`config.mk`:
```
export PLATFORM = sky130hd
export DESIGN_NAME = uart_tx_fifo
export DESIGN_NICKNAME = d
export VERILOG_FILES = /design/src/rtl/uart_pkg.sv /design/src/rtl/baud_tick.sv /design/src/rtl/uart_tx_fifo.sv
export SDC_FILE = /design/constraint.sdc
export NUM_CORES = 1
export LEC_CHECK = 0
export CAP_MARGIN = 20
export CORE_AREA = 5 5 89 91
export DETAILED_ROUTE_END_ITERATION = 7
export DIE_AREA = 0 0 94 96
export SETUP_SLACK_MARGIN = 0.5
export SYNTH_ARGS = -nofsm -noshare
export SYNTH_HDL_FRONTEND = slang
export SYNTH_HIERARCHICAL = 1
export SYNTH_SLANG_ARGS = --single-unit
```
`constraint.sdc`:
```
create_clock -name clk -period 4.1 [get_ports clk]
set_input_delay 0.41 -clock clk [delete_from_list [all_inputs] [get_ports clk]]
set_output_delay 0.41 -clock clk [all_outputs]
set_load 0.02 [all_outputs]
```
`src/rtl/uart_pkg.sv`:
```
// Shared UART definitions: transmitter state encoding, frame sizing and counter widths.
package uart_pkg;

  localparam int unsigned UART_DATA_BITS = 8;
  localparam int unsigned BIT_IDX_W      = 3;
  localparam int unsigned BAUD_CNT_W     = 16;

  typedef enum logic [2:0] {
    IDLE   = 3'd0,
    POP    = 3'd1,
    LOAD   = 3'd2,
    START  = 3'd3,
    DATA   = 3'd4,
    PARITY = 3'd5,
    STOP   = 3'd6
  } tx_state_e;

  // Even parity: the parity bit makes the total count of ones even.
  function automatic logic even_parity(input logic [UART_DATA_BITS-1:0] d);
    return ^d;
  endfunction

endpackage

```
`src/rtl/baud_tick.sv`:
```
// Bit-period counter: counts 0..CLKS_PER_BIT-1 while run is high and restarts at every bit boundary.
module baud_tick
  import uart_pkg::*;
#(
  parameter int unsigned CLKS_PER_BIT = 16
) (
  input  logic clk,
  input  logic reset_n,
  input  logic run,
  output logic tick_c,
  output logic pre_tick_c
);

  localparam logic [BAUD_CNT_W-1:0] CNT_LAST = BAUD_CNT_W'(CLKS_PER_BIT - 1);
  localparam logic [BAUD_CNT_W-1:0] CNT_PRE  = BAUD_CNT_W'(CLKS_PER_BIT - 2);

  logic [BAUD_CNT_W-1:0] cnt_q;
  logic [BAUD_CNT_W-1:0] cnt_d;

  always_comb begin
    tick_c     = run && (cnt_q == CNT_LAST);
    pre_tick_c = run && (cnt_q == CNT_PRE);
    cnt_d      = cnt_q + BAUD_CNT_W'(1);
    if (!run || tick_c) begin
      cnt_d = '0;
    end
  end

  always_ff @(posedge clk) begin
    if (!reset_n) begin
      cnt_q <= '0;
    end else begin
      cnt_q <= cnt_d;
    end
  end

endmodule

```
`src/rtl/uart_tx_fifo.sv`:
```
// UART transmitter that pops bytes from a synchronous FIFO and serialises them
// as start, 8 data bits LSB first, optional even parity, stop.
module uart_tx_fifo
  import uart_pkg::*;
#(
  parameter int unsigned CLKS_PER_BIT = 16,
  parameter bit          PARITY_EN    = 1'b0
) (
  input  logic                      clk,
  input  logic                      reset_n,
  input  logic [UART_DATA_BITS-1:0] fifo_data,
  input  logic                      fifo_empty,
  output logic                      fifo_rd_en,
  input  logic                      tx_enable,
  output logic                      tx,
  output logic                      busy,
  output logic                      frame_done
);

  localparam logic [BIT_IDX_W-1:0] BIT_LAST = BIT_IDX_W'(UART_DATA_BITS - 1);

  tx_state_e                 state_q, state_d;
  logic [UART_DATA_BITS-1:0] shift_q, shift_d;
  logic [BIT_IDX_W-1:0]      bit_idx_q, bit_idx_d;
  logic                      parity_q, parity_d;
  logic                      tx_q, tx_d;
  logic                      rd_en_q, rd_en_d;
  logic                      busy_q, busy_d;
  logic                      frame_done_q, frame_done_d;

  logic run_c;
  logic tick_c;
  logic pre_tick_c;
  logic pop_ok_c;

  assign run_c    = (state_q == START) || (state_q == DATA) ||
                    (state_q == PARITY) || (state_q == STOP);
  assign pop_ok_c = tx_enable && !fifo_empty;

  baud_tick #(
    .CLKS_PER_BIT (CLKS_PER_BIT)
  ) u_baud_tick (
    .clk        (clk),
    .reset_n    (reset_n),
    .run        (run_c),
    .tick_c     (tick_c),
    .pre_tick_c (pre_tick_c)
  );

  // Next-state and datapath update.
  always_comb begin
    state_d   = state_q;
    shift_d   = shift_q;
    bit_idx_d = bit_idx_q;
    parity_d  = parity_q;
    case (state_q)
      IDLE: begin
        if (pop_ok_c) begin
          state_d = POP;
        end
      end
      POP: begin
        state_d = LOAD;
      end
      LOAD: begin
        state_d  = START;
        shift_d  = fifo_data;
        parity_d = even_parity(fifo_data);
      end
      START: begin
        if (tick_c) begin
          state_d = DATA;
        end
      end
      DATA: begin
        if (tick_c) begin
          shift_d   = shift_q >> 1;
          bit_idx_d = bit_idx_q + BIT_IDX_W'(1);
          if (bit_idx_q == BIT_LAST) begin
            state_d = PARITY_EN ? PARITY : STOP;
          end
        end
      end
      PARITY: begin
        if (tick_c) begin
          state_d = STOP;
        end
      end
      STOP: begin
        if (tick_c) begin
          state_d = pop_ok_c ? POP : IDLE;
        end
      end
      default: begin
        state_d = IDLE;
      end
    endcase
  end

  // Outputs are decoded from the upcoming state so the registers line up with state_q.
  always_comb begin
    tx_d         = 1'b1;
    rd_en_d      = (state_d == POP);
    busy_d       = (state_d != IDLE);
    frame_done_d = (state_q == STOP) && pre_tick_c;
    case (state_d)
      START:   tx_d = 1'b0;
      DATA:    tx_d = shift_d[0];
      PARITY:  tx_d = parity_d;
      default: tx_d = 1'b1;
    endcase
  end

  always_ff @(posedge clk) begin
    if (!reset_n) begin
      state_q      <= IDLE;
      shift_q      <= '0;
      bit_idx_q    <= '0;
      parity_q     <= 1'b0;
      tx_q         <= 1'b1;
      rd_en_q      <= 1'b0;
      busy_q       <= 1'b0;
      frame_done_q <= 1'b0;
    end else begin
      state_q      <= state_d;
      shift_q      <= shift_d;
      bit_idx_q    <= bit_idx_d;
      parity_q     <= parity_d;
      tx_q         <= tx_d;
      rd_en_q      <= rd_en_d;
      busy_q       <= busy_d;
      frame_done_q <= frame_done_d;
    end
  end

  assign fifo_rd_en = rd_en_q;
  assign tx         = tx_q;
  assign busy       = busy_q;
  assign frame_done = frame_done_q;

endmodule

```
==> summary.md <==
| Metric | Value |
|---|---|
| Status | `complete, no violations` |
| Largest family of logic cells by synthesized area | `simple AND/OR/NAND/NOR gates` |
| Synth Area in Adders | `2.92%` |
| PortBufs | `15` |
| Fraction of layout cells with a size suffix above 1 | `9.00%` |
| Cell Area, Synth | `0.00171 sq mm` |
| DRT Pass-1 Iters | `4` |
| Die Span Y | `96 um` |
| Multi-input logic area | `942 sq um` |
| Mux cell area share after synthesis | `1.83%` |
| Final ANT Viol Nets | `0` |
| GPL Wtd Cong | `0.806` |
| H-Tree Depth | `2` |
| WP data required | `4250 ps` |
| DRC | `0` |
| Initial antenna violation count | `0` |
| RSZ-0062 raised after global routing | `no` |
| Syn Area/Cell | `9.40 sq um` |
| Min-delay worst type | `flop to flop` |
| Slew headroom | `43.3%` |
| Ant diodes | `0` |
| Starting Density | `24.2%` |
| Synth top cells by count | `dfxtp_1, nor2_1, xnor2_1, nand2_1, nor4_1` |
| Top_reg_cell synth | `dfxtp_1` |
| Synth top area share | `40.9%` |
| Net Switching | `0.193 mW` |
| Critical path capture point type | `flop` |
| Asr flop ratio synth | `0%` |
| WL final | `3160 um` |
| Path type of the worst setup path | `flop to flop` |
| Power share of the sequential group | `48.8%` |
| Switching Share | `25.1%` |
| Via/cell ratio | `4.23` |
| Pin slew with the least headroom to its limit | `846 ps` |
| Util after Layout | `28.9%` |
| Crit share post-route | `73.2%` |
| Post-route cell area | `0.00204 sq mm` |
| Clk slew on worst S/H paths | `70 ps` |
| Seq cells post-synth | `35` |
| Initial DRC count | `35` |
| Area Overhead vs Synth | `19.4%` |
| Startpoint class of the critical path | `flop` |
| Vias after detailed routing | `1264` |
| Fillers | `783` |
| Row cnt | `31` |
| Worst VDD drop | `107 uV` |
| Post-Layout Cell Count | `299` |
| Clk sinks | `35` |
| Combinational power share | `15.9%` |
| Netlist cell types | `43` |
| Register Area | `701 sq um` |
| Dpl cell area | `0.00194 sq mm` |
| Setup WS pre-CTS | `1120 ps` |
| Root Buffer Master | `clkbuf_8` |
| Max-slew violations | `0` |
| Max capacitance violation total | `0` |
| Nets@finish | `215` |
| Vias in the first global route | `1195` |
| Post CTS Setup Buffer Count | `0` |
| YS warnings | `6` |
| Synth Instances | `182` |
| Min Tclk post-route | `3000 ps` |
| Compound-cell area share of the yosys netlist | `11.3%` |
| Skew final | `2.48 ps` |
| CTS hold repair buffers | `0` |
| Fmax | `333 MHz` |
| I/O Pins | `16` |
| Core area | `0.00706 sq mm` |
| Count leader, synth | `dfxtp_1` |
| Setup_tns | `0 ps` |
| Die X-Extent | `94 um` |
| Pint | `0.575 mW` |
| Synth area leader | `dfxtp_1` |
| Crit path DAT | `3150 ps` |
| PnR worst setup slack | `1100 ps` |
| Largest net degree at the start of global routing | `18` |
| Tot GR Track Use | `7.74%` |
| Syn_nets | `198` |
| Worst-Skew Late Latency | `280 ps` |
| Setup-failing EPs final | `0` |
| Clk buf depth | `2` |
| Placed Instances | `291` |
| WL/cell | `10.6 um` |
| Total CTS buffers | `5` |
| TritonCTS clock tree | `yes` |
| Static leakage | `0.647 nW` |
| Pwr dens | `376 mW/mm^2` |
| Gr ovfl total | `0` |
| Die footprint | `0.00902 sq mm` |
| XOR/XNOR Fraction of Synth Area | `11.8%` |
| Worst Path Max Fanout | `11` |
| Clock Power Share | `35.3%` |
| Post-cts sizing count | `0` |
| Post-synth EDFFs | `0` |
| Area contributors post-synth | `dfxtp_1, xnor2_1, nor2_1` |
| Sequential share of the synthesized area | `40.9%` |
| Simple-gate share of the synthesized area | `27.3%` |
| Detailed Place HPWL | `2280 um` |
| First-pass GRT wire length | `5580 um` |
| Endpoints failing hold | `0` |
## sequential cells by signal, indices dropped and copies added, names as in the netlist
signal / count
bit_idx_q: 3
busy: 1
fifo_rd_en: 1
frame_done: 1
parity_q: 1
shift_q: 8
state_q: 3
tx: 1
u_baud_tick/cnt_q: 16
## layer usage
layer,vias up,wire (um),part of all wire (%),track usage (%)
met2,25,1320,42,11.6
met4,0,23,0.73,2.53
met5,-,0,0,0
met3,4,154,4.9,2.97
li1,677,-,-,-
met1,558,1660,53,10.2
## worst paths after layout
path / from / endpoint / slack (ps) / cells past startpoint
max: state_q[0] / tx / 1100 / 10
min: shift_q[6] / shift_q[6] / 450 / 2
max reg2reg: state_q[0] / tx / 1100 / 10
min reg2reg: shift_q[6] / shift_q[6] / 450 / 2
## cell type report
| cell class | instances | area share [%] |
|---|---|---|
| Clock buffer | 8 | 4.90 |
| Inverter | 5 | 0.919 |
| Multi-Input combinational cell | 136 | 46.1 |
| Sequential cell | 35 | 34.3 |
| Tap cell | 99 | 6.06 |
| Timing Repair Buffer | 16 | 7.72 |
## power by group through the flow
stage	combinational, mW	clock (mW)	sequential (mW)
floorplan	0.0843	0	0.385
global placement	0.121	0	0.382
detailed placement	0.123	0	0.382
CTS	0.124	0.280	0.375
global route	0.135	0.298	0.378
finish	0.122	0.271	0.375
## cell families after synthesis
kind of cell	Yosys count
and+or+nand+nor	82
DFF	35
AOI/OAI and AO/OA	24
xor gates and xnor gates	23
buffers and inverters	11
adders and majority gates	4
muxes	3
## worst max-delay path, cell delays in order (launching register included)
cell and delay, ps:
dfxtp_1 500, nand2_1 110, xnor2_1 280, or4b_2 630, nor4_1 180, buf_4 190, and4bb_4 350, nor2_2 120
a21o_1 250, nor4_2 130, a32oi_1 140
## cell usage in the layout, fill, tap and decap left out, types with 4 or more instances in the layout
cell,n
clkdlybuf4s50_1,15
ha_1,4
inv_1,5
a21oi_1,4
nand2_1,12
dfxtp_1,35
nor4_1,8
nand3_1,6
nor3_1,5
nor2b_1,6
a22oi_1,7
nand4_1,5
xnor2_1,21
clkbuf_8,7
nor2_1,21
## per-stage QoR
step                hold slack [ps]  total power [mW]
detailed placement              448             0.505
CTS                             457             0.778
floorplan                       435             0.469
finish                          454             0.768
global route                    470             0.812
global placement                447             0.503
Power figures use the tool's default switching activity.
